File: src/rtl/fft_pkg.sv
// Shared sizing, latency and state types for the
// radix-2 FFT stage sequencer.
package fft_pkg;

  localparam int LOG2N      = 4;
  localparam int N          = 1 << LOG2N;
  localparam int HALF       = N / 2;
  localparam int BF_LATENCY = 3;
  localparam int RD_LATENCY = 1;
  localparam int PIPE       = RD_LATENCY + BF_LATENCY;

  localparam int AW = LOG2N;
  localparam int TW = LOG2N - 1;
  localparam int BW = LOG2N - 1;
  localparam int SW = $clog2(LOG2N);
  localparam int PW = $clog2(PIPE);
  localparam int CW = (BW > PW) ? BW : PW;

  typedef enum logic [1:0] {
    S_IDLE,
    S_ISSUE,
    S_DRAIN,
    S_DONE
  } state_e;

  typedef struct packed {
    logic          we;
    logic [AW-1:0] a1;
    logic [AW-1:0] a2;
  } wr_t;

endpackage

File: src/rtl/fft_addr_gen.sv
// Butterfly read-address pair and twiddle index
// for a given stage and butterfly number.
module fft_addr_gen
  import fft_pkg::*;
(
  input  logic [SW-1:0] stage,
  input  logic [BW-1:0] b,
  output logic [AW-1:0] addr_1,
  output logic [AW-1:0] addr_2,
  output logic [TW-1:0] tw_index
);

  logic [AW-1:0] span;
  logic [AW-1:0] grp;
  logic [AW-1:0] pos;
  logic [SW-1:0] tsh;

  always_comb begin
    span     = AW'(1) << stage;
    grp      = {1'b0, b} >> stage;
    pos      = {1'b0, b} & (span - AW'(1));
    // groups are 2*span wide; pos is the offset inside
    addr_1   = ((grp << stage) << 1) | pos;
    addr_2   = addr_1 + span;
    tsh      = SW'(TW) - stage;
    tw_index = TW'(pos << tsh);
  end

endmodule

File: src/rtl/fft_stage_controller.sv
// Ping-pong bank sequencer: issues butterfly reads,
// then the matching writes PIPE cycles later.
module fft_stage_controller
  import fft_pkg::*;
(
  input  logic          clk,
  input  logic          rst_n,
  input  logic          start,
  input  logic          host_sel,
  output logic          busy,
  output logic          done,
  output logic [SW-1:0] stage,
  output logic          select,
  output logic          write_enable,
  output logic [AW-1:0] addr_1,
  output logic [AW-1:0] addr_2,
  output logic [AW-1:0] addw_1,
  output logic [AW-1:0] addw_2,
  output logic          rd_valid,
  output logic [TW-1:0] tw_index
);

  state_e        state_q, state_d;
  logic [SW-1:0] stage_q, stage_d;
  logic [CW-1:0] cnt_q, cnt_d;

  logic          busy_q, done_q, sel_q, rdv_q;
  logic [AW-1:0] a1_q, a2_q;
  logic [TW-1:0] tw_q;
  wr_t           pipe_q [PIPE];

  logic          issue_d;
  logic [AW-1:0] gen_a1, gen_a2;
  logic [TW-1:0] gen_tw;

  always_comb begin
    state_d = state_q;
    stage_d = stage_q;
    cnt_d   = cnt_q;
    unique case (state_q)
      S_IDLE: begin
        if (start) begin
          state_d = S_ISSUE;
          stage_d = '0;
          cnt_d   = '0;
        end
      end
      S_ISSUE: begin
        if (cnt_q == CW'(HALF - 1)) begin
          state_d = S_DRAIN;
          cnt_d   = '0;
        end else begin
          cnt_d = cnt_q + CW'(1);
        end
      end
      S_DRAIN: begin
        if (cnt_q == CW'(PIPE - 1)) begin
          cnt_d = '0;
          if (stage_q == SW'(LOG2N - 1)) begin
            state_d = S_DONE;
          end else begin
            state_d = S_ISSUE;
            stage_d = stage_q + SW'(1);
          end
        end else begin
          cnt_d = cnt_q + CW'(1);
        end
      end
      S_DONE: state_d = S_IDLE;
      default: state_d = S_IDLE;
    endcase
  end

  assign issue_d = (state_d == S_ISSUE);

  // addresses are generated for the cycle being entered
  fft_addr_gen u_addr_gen (
    .stage    (stage_d),
    .b        (cnt_d[BW-1:0]),
    .addr_1   (gen_a1),
    .addr_2   (gen_a2),
    .tw_index (gen_tw)
  );

  always_ff @(posedge clk or negedge rst_n) begin
    if (!rst_n) begin
      state_q <= S_IDLE;
      stage_q <= '0;
      cnt_q   <= '0;
      busy_q  <= 1'b0;
      done_q  <= 1'b0;
      sel_q   <= 1'b0;
      rdv_q   <= 1'b0;
      a1_q    <= '0;
      a2_q    <= '0;
      tw_q    <= '0;
      for (int i = 0; i < PIPE; i++) begin
        pipe_q[i] <= '0;
      end
    end else begin
      state_q <= state_d;
      stage_q <= stage_d;
      cnt_q   <= cnt_d;
      busy_q  <= (state_d == S_ISSUE) ||
                 (state_d == S_DRAIN);
      done_q  <= (state_d == S_DONE);
      rdv_q   <= issue_d;
      if (issue_d) begin
        a1_q <= gen_a1;
        a2_q <= gen_a2;
        tw_q <= gen_tw;
      end
      // bank flips only when a new stage begins
      if (state_d == S_IDLE) begin
        sel_q <= host_sel;
      end else if (state_d != S_DONE) begin
        sel_q <= ~stage_d[0];
      end
      pipe_q[0].we <= rdv_q;
      pipe_q[0].a1 <= a1_q;
      pipe_q[0].a2 <= a2_q;
      for (int i = 1; i < PIPE; i++) begin
        pipe_q[i] <= pipe_q[i-1];
      end
    end
  end

  assign busy         = busy_q;
  assign done         = done_q;
  assign stage        = stage_q;
  assign select       = sel_q;
  assign rd_valid     = rdv_q;
  assign addr_1       = a1_q;
  assign addr_2       = a2_q;
  assign tw_index     = tw_q;
  assign write_enable = pipe_q[PIPE-1].we;
  assign addw_1       = pipe_q[PIPE-1].a1;
  assign addw_2       = pipe_q[PIPE-1].a2;

endmodule

File: config.mk
export PLATFORM = sky130hd
export DESIGN_NAME = fft_stage_controller
export DESIGN_NICKNAME = d
export VERILOG_FILES = /design/src/rtl/fft_pkg.sv /design/src/rtl/fft_addr_gen.sv /design/src/rtl/fft_stage_controller.sv
export SDC_FILE = /design/constraint.sdc
export NUM_CORES = 1
export LEC_CHECK = 0
export ABC_CLOCK_PERIOD_IN_PS = 5500
export CORE_MARGIN = 5
export CORE_UTILIZATION = 57
export DETAILED_ROUTE_END_ITERATION = 12
export MAX_ROUTING_LAYER = met4
export PLACE_DENSITY_LB_ADDON = 0.15
export SLEW_MARGIN = 40
export SYNTH_ARGS = -nofsm -noshare
export SYNTH_HDL_FRONTEND = slang
export SYNTH_SLANG_ARGS = --single-unit
export TNS_END_PERCENT = 30
File: constraint.sdc
create_clock -name clk -period 5.5 [get_ports clk]
set_clock_uncertainty 0.1 [all_clocks]
set_input_delay 1.1 -clock clk [delete_from_list [all_inputs] [get_ports clk]]
set_output_delay 1.1 -clock clk [all_outputs]
set_load 0.02 [all_outputs]
==> impl_metrics.yaml <==
global_route:
  groute.usage.overall: 0.1845
  first_global_vias: 1435
  global_route_wire_length_before_repair_um: 6844
  antenna_violations_before_repair: 0
  grt_overflow: 0
  maximum_number_of_pins_on_one_net_before_global_route_repair: 59
timing:
  final_hold_violation_count: 0
  share_of_the_clock_period_used_by_the_worst_path: 0.6396
  report.final.setup_viol: 0
  rsz0062_at_grt: "false"
  worst_slew_margin: 0.5134
  finalWorstPathRequiredPeriod_ns: 3.518
  fmax_mhz: 284.3
  hold_ws_ns: 0.2463
  worstMarginPinSlew_ns: 0.7299
  finalSetupTns_ns: 0
  report.final.slew_viol_count: 0
cells_and_area:
  n_fill_cell: 251
  drive_gt1_frac: 0.1421
  area_growth_pct: 23.03
  multiInputGateArea_um2: 601.8
  final_nets: 206
  final_core_utilization: 0.7266
  final_cell_count_no_fill: 245
  antenna_cells: 0
  area.sequential_mm2: 0.001451
floorplan:
  die_area_mm2: 0.005158
  io-pin-count: 30
  core_area_mm2: 0.003689
  die_width_um: 71.82
  die_height_um: 71.82
  start_util: 0.5906
  floorplan.rows: 22
synthesis:
  synth-adder-area-share: 0.06088
  edff_count_synth: 0
  post_synth_num_cell_types: 38
  syn_inst: 163
  synth_sequential_area_ratio: 0.6663
  mappedNetlistArea_mm2: 0.002178
  ys.flop_type: "sky130_fd_sc_hd__dfrtp_1"
  synth-compound-area-share: 0.08731
  synthesis.yosys.warnings: 0
  synth.mux.area_fraction: 0.03446
  postSynthNetCount: 177
  yosys.area_share.simple: 0.08386
  yosys_register_bits: 58
  synth_xor_xnor_area_share: 0.008041
  dominant_combinational_cell_family_by_area_after_synthesis: "compound AO/OA/AOI/OAI gates"
  post_synth.cell_area_avg_um2: 13.36
  ys_async_sr_fraction: 1.000
clock_tree:
  cts_buffer_count: 9
  clock_latency_ns: 0.32
  post_cts_resized: 0
  cts_tree: "built"
  cts_max_level: 3
  worst_setup_hold_path_clk_slew_ns: 0.06
  ctsLongestPathBuffers: 2
  post-cts-setup-buffer-count: 0
  ctsHoldBuffers: 0
  clock_tree.root_cell: "sky130_fd_sc_hd__clkbuf_8"
  numClockSinks: 58
routing:
  detail_route.first_pass.iterations: 4
  detail_route.wl_per_cell_um: 15.89
  detail_route.drc_violations: 0
  drt_wl_total_um: 3893
  via_per_instance_ratio: 5.208
  antenna_violating_nets_post_route: 0
  detailedRoute.firstIterationViolations: 74
  vias: 1276
min_path:
  hold_path_end: "pipe_q[24]$_DFF_PN0_"
  min_path_type: "register to register"
  worstHoldPathCells: 0
  worst_hold_startpoint: "pipe_q[33]$_DFF_PN0_"
placement:
  buffer_ports.inserted: 29
  cell_total_after_placement: 229
  gpl.final_weighted_congestion: 0.8721
  dp.final_hpwl_um: 2482
critical_path:
  rrSetupSlack_ns: 2.68
  critical_path_origin: "start"
  critical_path.cell_chain: "clkdlybuf4s50_1, nor2b_1, a21oi_1, o21ai_0, ha_1, nor2_1, a311oi_1"
  cp_max_fo: 22
  master_of_the_slowest_instance_on_the_critical_path: "sky130_fd_sc_hd__ha_1"
  setup.worst_path.class: "input port to register"
  r2r_cells: 7
  worst_ep_arrival_time_ns: 3.63
  worst_r2r_endpoint: "tw_index[2]$_DFFE_PN0P_"
  end_kind: "register"
  startpoint_of_the_worst_register_to_register_path: "cnt_q[0]$_DFF_PN0_"
  timing.critical_path.from_type: "input port"
  largest_stage_delay_worst_path_ns: 0.75
  cp.required_ns: 5.61
job:
  max_cap_viols: 0
power:
  pwr_density_cell_mw_per_mm2: 355.9
  p_leak_nw: 1.177
  worst_ir_drop_vdd_uv: 208.3
status:
  status: "completed"
==> how the worst max path moves through the flow <==
stage	endpoint	slack, ns	cells after the start
2_1_floorplan	addr_2[1]$_DFFE_PN0P_	2.66	8
3_3_place_gp	addr_2[1]$_DFFE_PN0P_	1.86	6
3_5_place_dp	addr_2[1]$_DFFE_PN0P_	1.73	6
4_1_cts	tw_index[2]$_DFFE_PN0P_	1.97	7
5_1_grt	tw_index[2]$_DFFE_PN0P_	1.76	7
6_report	tw_index[2]$_DFFE_PN0P_	1.98	7
==> state kept, by name, indices dropped and copies added (netlist names) <==
signal and flops:
rd_valid 1, state_q 2, select 1, addw_2 4, addr_2 4, stage 2
busy 1, addw_1 4, addr_1 4, cnt_q 3, tw_index 3, pipe_q 27
done 1, write_enable 1
==> power breakdown <==
part / switching, W / internal, W
clock: 0.000157 / 0.000280
combinational: 0.0000416 / 0.0000293
sequential: 0.00000823 / 0.000438
==> worst max-delay path: cells and delay by family <==
kind	cells	cell delay, ns
adders and majority gates	1	0.75
AOI/OAI and AO/OA	3	0.88
buffers and inverters	1	0.51
and+or+nand+nor	2	0.40
==> cells in the final DEF, fill, tap and decap left out, types with 7 or more instances in the layout <==
cell                               n
sky130_fd_sc_hd__inv_1             9
sky130_fd_sc_hd__a21oi_1           7
sky130_fd_sc_hd__clkdlybuf4s50_1  28
sky130_fd_sc_hd__clkbuf_8         11
sky130_fd_sc_hd__ha_1              9
sky130_fd_sc_hd__nor2_1           10
sky130_fd_sc_hd__dfrtp_1          58
sky130_fd_sc_hd__nand2_1          11
==> kinds of logic after synthesis <==
family / Yosys count
XOR/XNOR: 2
AND/OR/NAND/NOR: 35
AO/OA/AOI/OAI: 27
buffers and inverters: 24
multiplexers: 6
flip-flops: 58
other: 1
adder cells (fa/ha/maj): 10
==> per-stage QoR <==
stage | setup WS [ns] | total power (W) | instance area, um2
after floorplan | 2.664 | 0.0004913 | 2178
after global placement | 1.860 | 0.0005214 | 2451
after detailed placement | 1.734 | 0.0005247 | 2451
after CTS | 1.969 | 0.0009658 | 2680
after global routing | 1.765 | 0.0009986 | 2680
final | 1.982 | 0.0009539 | 2680
==> cells in the mapped netlist (2+ instances only) <==
cell type	number	area, um2
sky130_fd_sc_hd__dfrtp_1	58	1451
sky130_fd_sc_hd__clkbuf_1	2	7.510
sky130_fd_sc_hd__ha_1	9	112.6
sky130_fd_sc_hd__a21oi_1	7	35.03
sky130_fd_sc_hd__o21ai_0	3	15.01
sky130_fd_sc_hd__buf_4	9	67.56
sky130_fd_sc_hd__nor2_1	10	37.54
sky130_fd_sc_hd__a221oi_1	2	17.52
sky130_fd_sc_hd__nand2_1	11	41.29
sky130_fd_sc_hd__a31oi_1	3	18.77
sky130_fd_sc_hd__nor2b_1	3	18.77
sky130_fd_sc_hd__xnor2_1	2	17.52
sky130_fd_sc_hd__a21oi_2	2	17.52
sky130_fd_sc_hd__mux2_2	2	22.52
sky130_fd_sc_hd__nand3_1	3	15.01
sky130_fd_sc_hd__mux2i_1	3	30.03
sky130_fd_sc_hd__o22ai_1	2	12.51
sky130_fd_sc_hd__inv_2	3	11.26
sky130_fd_sc_hd__inv_1	9	33.78
sky130_fd_sc_hd__nand2b_1	2	12.51
==> per-layer routing <==
layer,track usage,part of all wire,up-vias
met5,-,0,-
met2,0.2949,0.53,38
met1,0.2123,0.41,633
met3,0.07153,0.052,9
met4,0.06472,0.015,0
li1,-,-,596
==> layout make-up <==
cell class / instances / area share
Multi-Input combinational cell: 81 / 0.2246
Sequential cell: 58 / 0.5415
Inverter: 12 / 0.01681
Clock inverter: 4 / 0.02754
Timing Repair Buffer: 30 / 0.1092
Tap cell: 48 / 0.02241
Clock buffer: 12 / 0.05789
(Power assumes the default switching activity.)
==> RTL change 1: new RTL, config.mk and constraints unchanged <==
Put a register stage on the outputs `write_enable`, `addw_1` and `addw_2`, cleared by the reset. The values now appear one clock later. The other outputs are not delayed to match.
--- a/src/rtl/fft_stage_controller.sv
+++ b/src/rtl/fft_stage_controller.sv
@@ -135,5 +135,13 @@
   assign tw_index     = tw_q;
-  assign write_enable = pipe_q[PIPE-1].we;
-  assign addw_1       = pipe_q[PIPE-1].a1;
-  assign addw_2       = pipe_q[PIPE-1].a2;
+  always_ff @(posedge clk or negedge rst_n) begin
+    if (!rst_n) begin
+      write_enable <= '0;
+      addw_1       <= '0;
+      addw_2       <= '0;
+    end else begin
+      write_enable <= pipe_q[PIPE-1].we;
+      addw_1       <= pipe_q[PIPE-1].a1;
+      addw_2       <= pipe_q[PIPE-1].a2;
+    end
+  end
 
Function: changed (Yosys sat finds a counterexample within 10 cycles, from zero or initial values and one cycle with rst_n low).
==> RTL change 1 against the original RTL <==
  * Area after synthesis increased by 8.2%
  * Power grew 7.7%
  * Via count rose by 2.9%
  * Critical path depth decreased by 1
  * Sequential cell count is 9 higher
  * Worst setup slack improved by 0.16 ns
  * Design area grew 7.8%
  * Routed wire length decreased by 6.6%
  * Final cell count up 1.6%
  * Sequential share of layout area is 3.9 points higher
==> RTL change 1: results <==
set metrics [dict create \
    status "completed" \
    ys_seq_area_share_pct 71.16 \
    grt_pass1_vias 1326 \
    synth_ff_type "dfrtp_1" \
    vias_per_cell 5.273 \
    final_net_count 210 \
    hpwlAfterDp_um 2448 \
    p_leak_nw 1.276 \
    worst_ep_arrival_time_ns 3.47 \
    cp_max_fo 20 \
    reg2regPathDepth 10 \
    synth_top_area_share_pct 71.16 \
    yosys_warnings 0 \
    grt_pass1_wl_um 6210 \
    port_buffers 29 \
    postPlaceCellArea_um2 2686 \
    r2r_slack_ns 2.73 \
    h-tree-depth 3 \
    timing.slew.headroom_pct 54.46 \
    dp_cells 235 \
    hold_ws_ns 0.2466 \
    finalWeightedCongestion 0.8153 \
    min_to "pipe_q[15]" \
    syn-num-nets 174 \
    largest_reg_flops 36 \
    grt_max_degree 68 \
    reg2reg_to "addr_2[3]" \
    drt_wl_total_um 3637 \
    syn_inst 160 \
    drt_iter0_markers 67 \
    synth.top_cells.by_count "67 x dfrtp_1, 9 x ha_1, 9 x inv_1, 9 x nand2_1, 7 x a21oi_1" \
    drive_above_1_share_pct 13.07 \
    yosys-top-cells-area "dfrtp_1 71%, ha_1 4.8%, a21oi_1 1.5%" \
    ir_drop_mv 0.1969 \
    min_from "pipe_q[24]" \
    ys_types 41 \
    grtUsageTotal_pct 16.11 \
    fin_cells 249 \
    cts_resized 0 \
]
[RTL change 1: cell families (layout without fill, tap and decap cells)]
kind of cell / count (synthesis) / after routing / synth area share [%]
DFF: 67 / 67 / 71.16
and+or+nand+nor: 33 / 33 / 7.966
AOI/OAI and AO/OA: 26 / 26 / 7.913
buffers and inverters: 15 / 54 / 2.974
adders and majority gates: 10 / 10 / 5.629
muxes: 7 / 7 / 3.823
other: 1 / 1 / 0.1592
xor gates and xnor gates: 1 / 1 / 0.3718
[RTL change 1: worst max-delay path by stage]
stage | cells past startpoint | end | slack (ns)
after CTS | 6 | addr_1[2] | 2.14
after floorplan | 7 | addr_2[1] | 2.50
after detailed placement | 6 | addr_1[2] | 1.82
final | 6 | addr_1[2] | 2.14
after global routing | 6 | addr_2[1] | 1.98
after global placement | 8 | addr_2[1] | 1.90
[RTL change 1: area by class of cell]
class	instances	area, um2
clock buffer	12	165.2
multi-input combinational	78	614.3
fill	260	1110
tap	50	62.56
clock inverter	2	35.03
timing repair buffer	30	296.5
sequential	67	1677
inverter	10	40.04
[RTL change 1: per-layer routing]
layer / vias up / GRT usage [%] / part of all wire, %
met5: - / - / 0
met4: 0 / 9.091 / 2.1
met3: 9 / 4.730 / 5.6
met2: 41 / 24.90 / 52
met1: 656 / 18.92 / 40
li1: 607 / - / -
[RTL change 1: report_power, final]
group | total [mW] | internal [mW] | switching [mW]
clock network | 0.402 | 0.241 | 0.161
registers | 0.526 | 0.513 | 0.0128
logic | 0.100 | 0.0450 | 0.0551
[RTL change 1: critical path, cell delays in order]
cell             delay (ns)
clkdlybuf4s50_1        0.52
nor2b_1                0.20
a21oi_1                0.05
o21ai_0                0.47
ha_1                   0.71
mux2_2                 0.41
[RTL change 1: stage by stage]
stage | utilization (%) | setup WS [ns]
after floorplan | - | 2.500
after global placement | 67.03 | 1.904
after detailed placement | 67.16 | 1.817
after CTS | 72.16 | 2.141
after global routing | 72.26 | 1.979
final | 72.26 | 2.141
==> RTL change 2: new RTL, same flow settings <==
Made on the original files. Change the package constant `RD_LATENCY` from 1 to 2.
--- a/src/rtl/fft_pkg.sv
+++ b/src/rtl/fft_pkg.sv
@@ -8,3 +8,3 @@
   localparam int BF_LATENCY = 3;
-  localparam int RD_LATENCY = 1;
+  localparam int RD_LATENCY = 2;
   localparam int PIPE       = RD_LATENCY + BF_LATENCY;
Formal check against the unedited RTL: not equivalent (a bounded check fails within 10 cycles, from zero or initial values and one cycle with rst_n low).
==> RTL change 2 against the original RTL <==
  * Global-route usage fell by 3.3 points
  * Final cell count rose by 5.3%
  * Worst setup slack improved by 0.30 ns
  * Sequential share of layout area rose by 3.3 points
  * Sequential cell count rose by 9
  * Core utilization fell by 4.7 points
  * Via count rose by 2.8%
  * Area after synthesis rose by 14%
  * Design area rose by 8.9%
  * Routed wire length fell by 5.0%
  * Critical path depth fell by 2
Power is not compared: it rests on default switching activity, and its combinational part moved more than twofold at a synthesized area within 25%.
==> RTL change 2: results <==
set metrics [dict create \
    wl_met3_um 245 \
    route.met2.wl_um 1736 \
    dp_cells 242 \
    min_from "pipe_q[40]" \
    grtUsageTotal_pct 15.11 \
    drt_iter0_markers 62 \
    reg2reg_to "addr_1[1]" \
    min_to "pipe_q[31]" \
    grt_pass1_wl_um 6568 \
    wl_per_cell_um 14.33 \
    drt_wl_total_um 3698 \
    worst_ep_arrival_time_ns 3.34 \
    grt_use_met3_pct 7.701 \
    grt_max_degree 68 \
    cp_max_fo 21 \
    yosys-top-cells-area "dfrtp_1 68%, ha_1 4.5%, buf_4 2.7%" \
    final_net_count 215 \
    met2_usage_pct 20.63 \
    largest_reg_flops 36 \
    r2r_slack_ns 2.67 \
    drive_above_1_share_pct 14.56 \
    ys_seq_area_share_pct 67.61 \
    grt_use_met1_pct 18.58 \
    status "completed" \
    synth.top_cells.by_count "67 x dfrtp_1, 11 x inv_1, 9 x buf_4, 9 x ha_1" \
    n_fill_cell 308 \
    hpwlAfterDp_um 2438 \
]
## RTL change 2: cell types whose count changed after synthesis, moves of 2 or more
cell	before	now
buf_6	0	2
inv_2	3	0
nor2b_2	0	2
nand3_1	3	1
a221oi_1	2	0
nor2_1	10	6
nand2_1	11	6
o21ai_0	3	7
a22o_1	0	2
inv_1	9	11
dfrtp_1	58	67
## RTL change 2: layout make-up
cell class	instances	area (um2)	share of cell area [%]
tap	52	65.06	2.230
inverter	11	41.29	1.415
sequential	67	1677	57.46
multi-input combinational	82	664.4	22.77
clock buffer	15	166.4	5.703
clock inverter	1	7.507	0.2573
timing repair buffer	30	296.5	10.16
## RTL change 2: critical path: stages
cell and delay, ns:
clkdlybuf4s50_1 0.58, mux2i_1 0.10, o21ai_0 0.46, ha_1 0.69
mux2_2 0.40
## RTL change 2: stage by stage
| step | worst slack, ns | cell area [um2] | hold slack, ns |
|---|---|---|---|
| after floorplan | 2.798 | 2480 | 0.2312 |
| after detailed placement | 1.923 | 2740 | 0.2347 |
| after global routing | 2.046 | 2918 | 0.2502 |
| after global placement | 2.019 | 2740 | 0.2313 |
| final | 2.281 | 2918 | 0.2433 |
| after CTS | 2.305 | 2914 | 0.2451 |
## RTL change 2: cell families (layout without fill, tap and decap cells)
kind of cell | Yosys count | in the layout | synth area share [%]
XOR/XNOR | 2 | 2 | 0.7065
AO/OA/AOI/OAI | 31 | 31 | 9.384
other | 1 | 1 | 0.1512
AND/OR/NAND/NOR | 32 | 32 | 8.174
multiplexers | 6 | 6 | 3.027
adder cells (fa/ha/maj) | 10 | 10 | 5.348
buffers and inverters | 24 | 57 | 5.600
flip-flops | 67 | 67 | 67.61
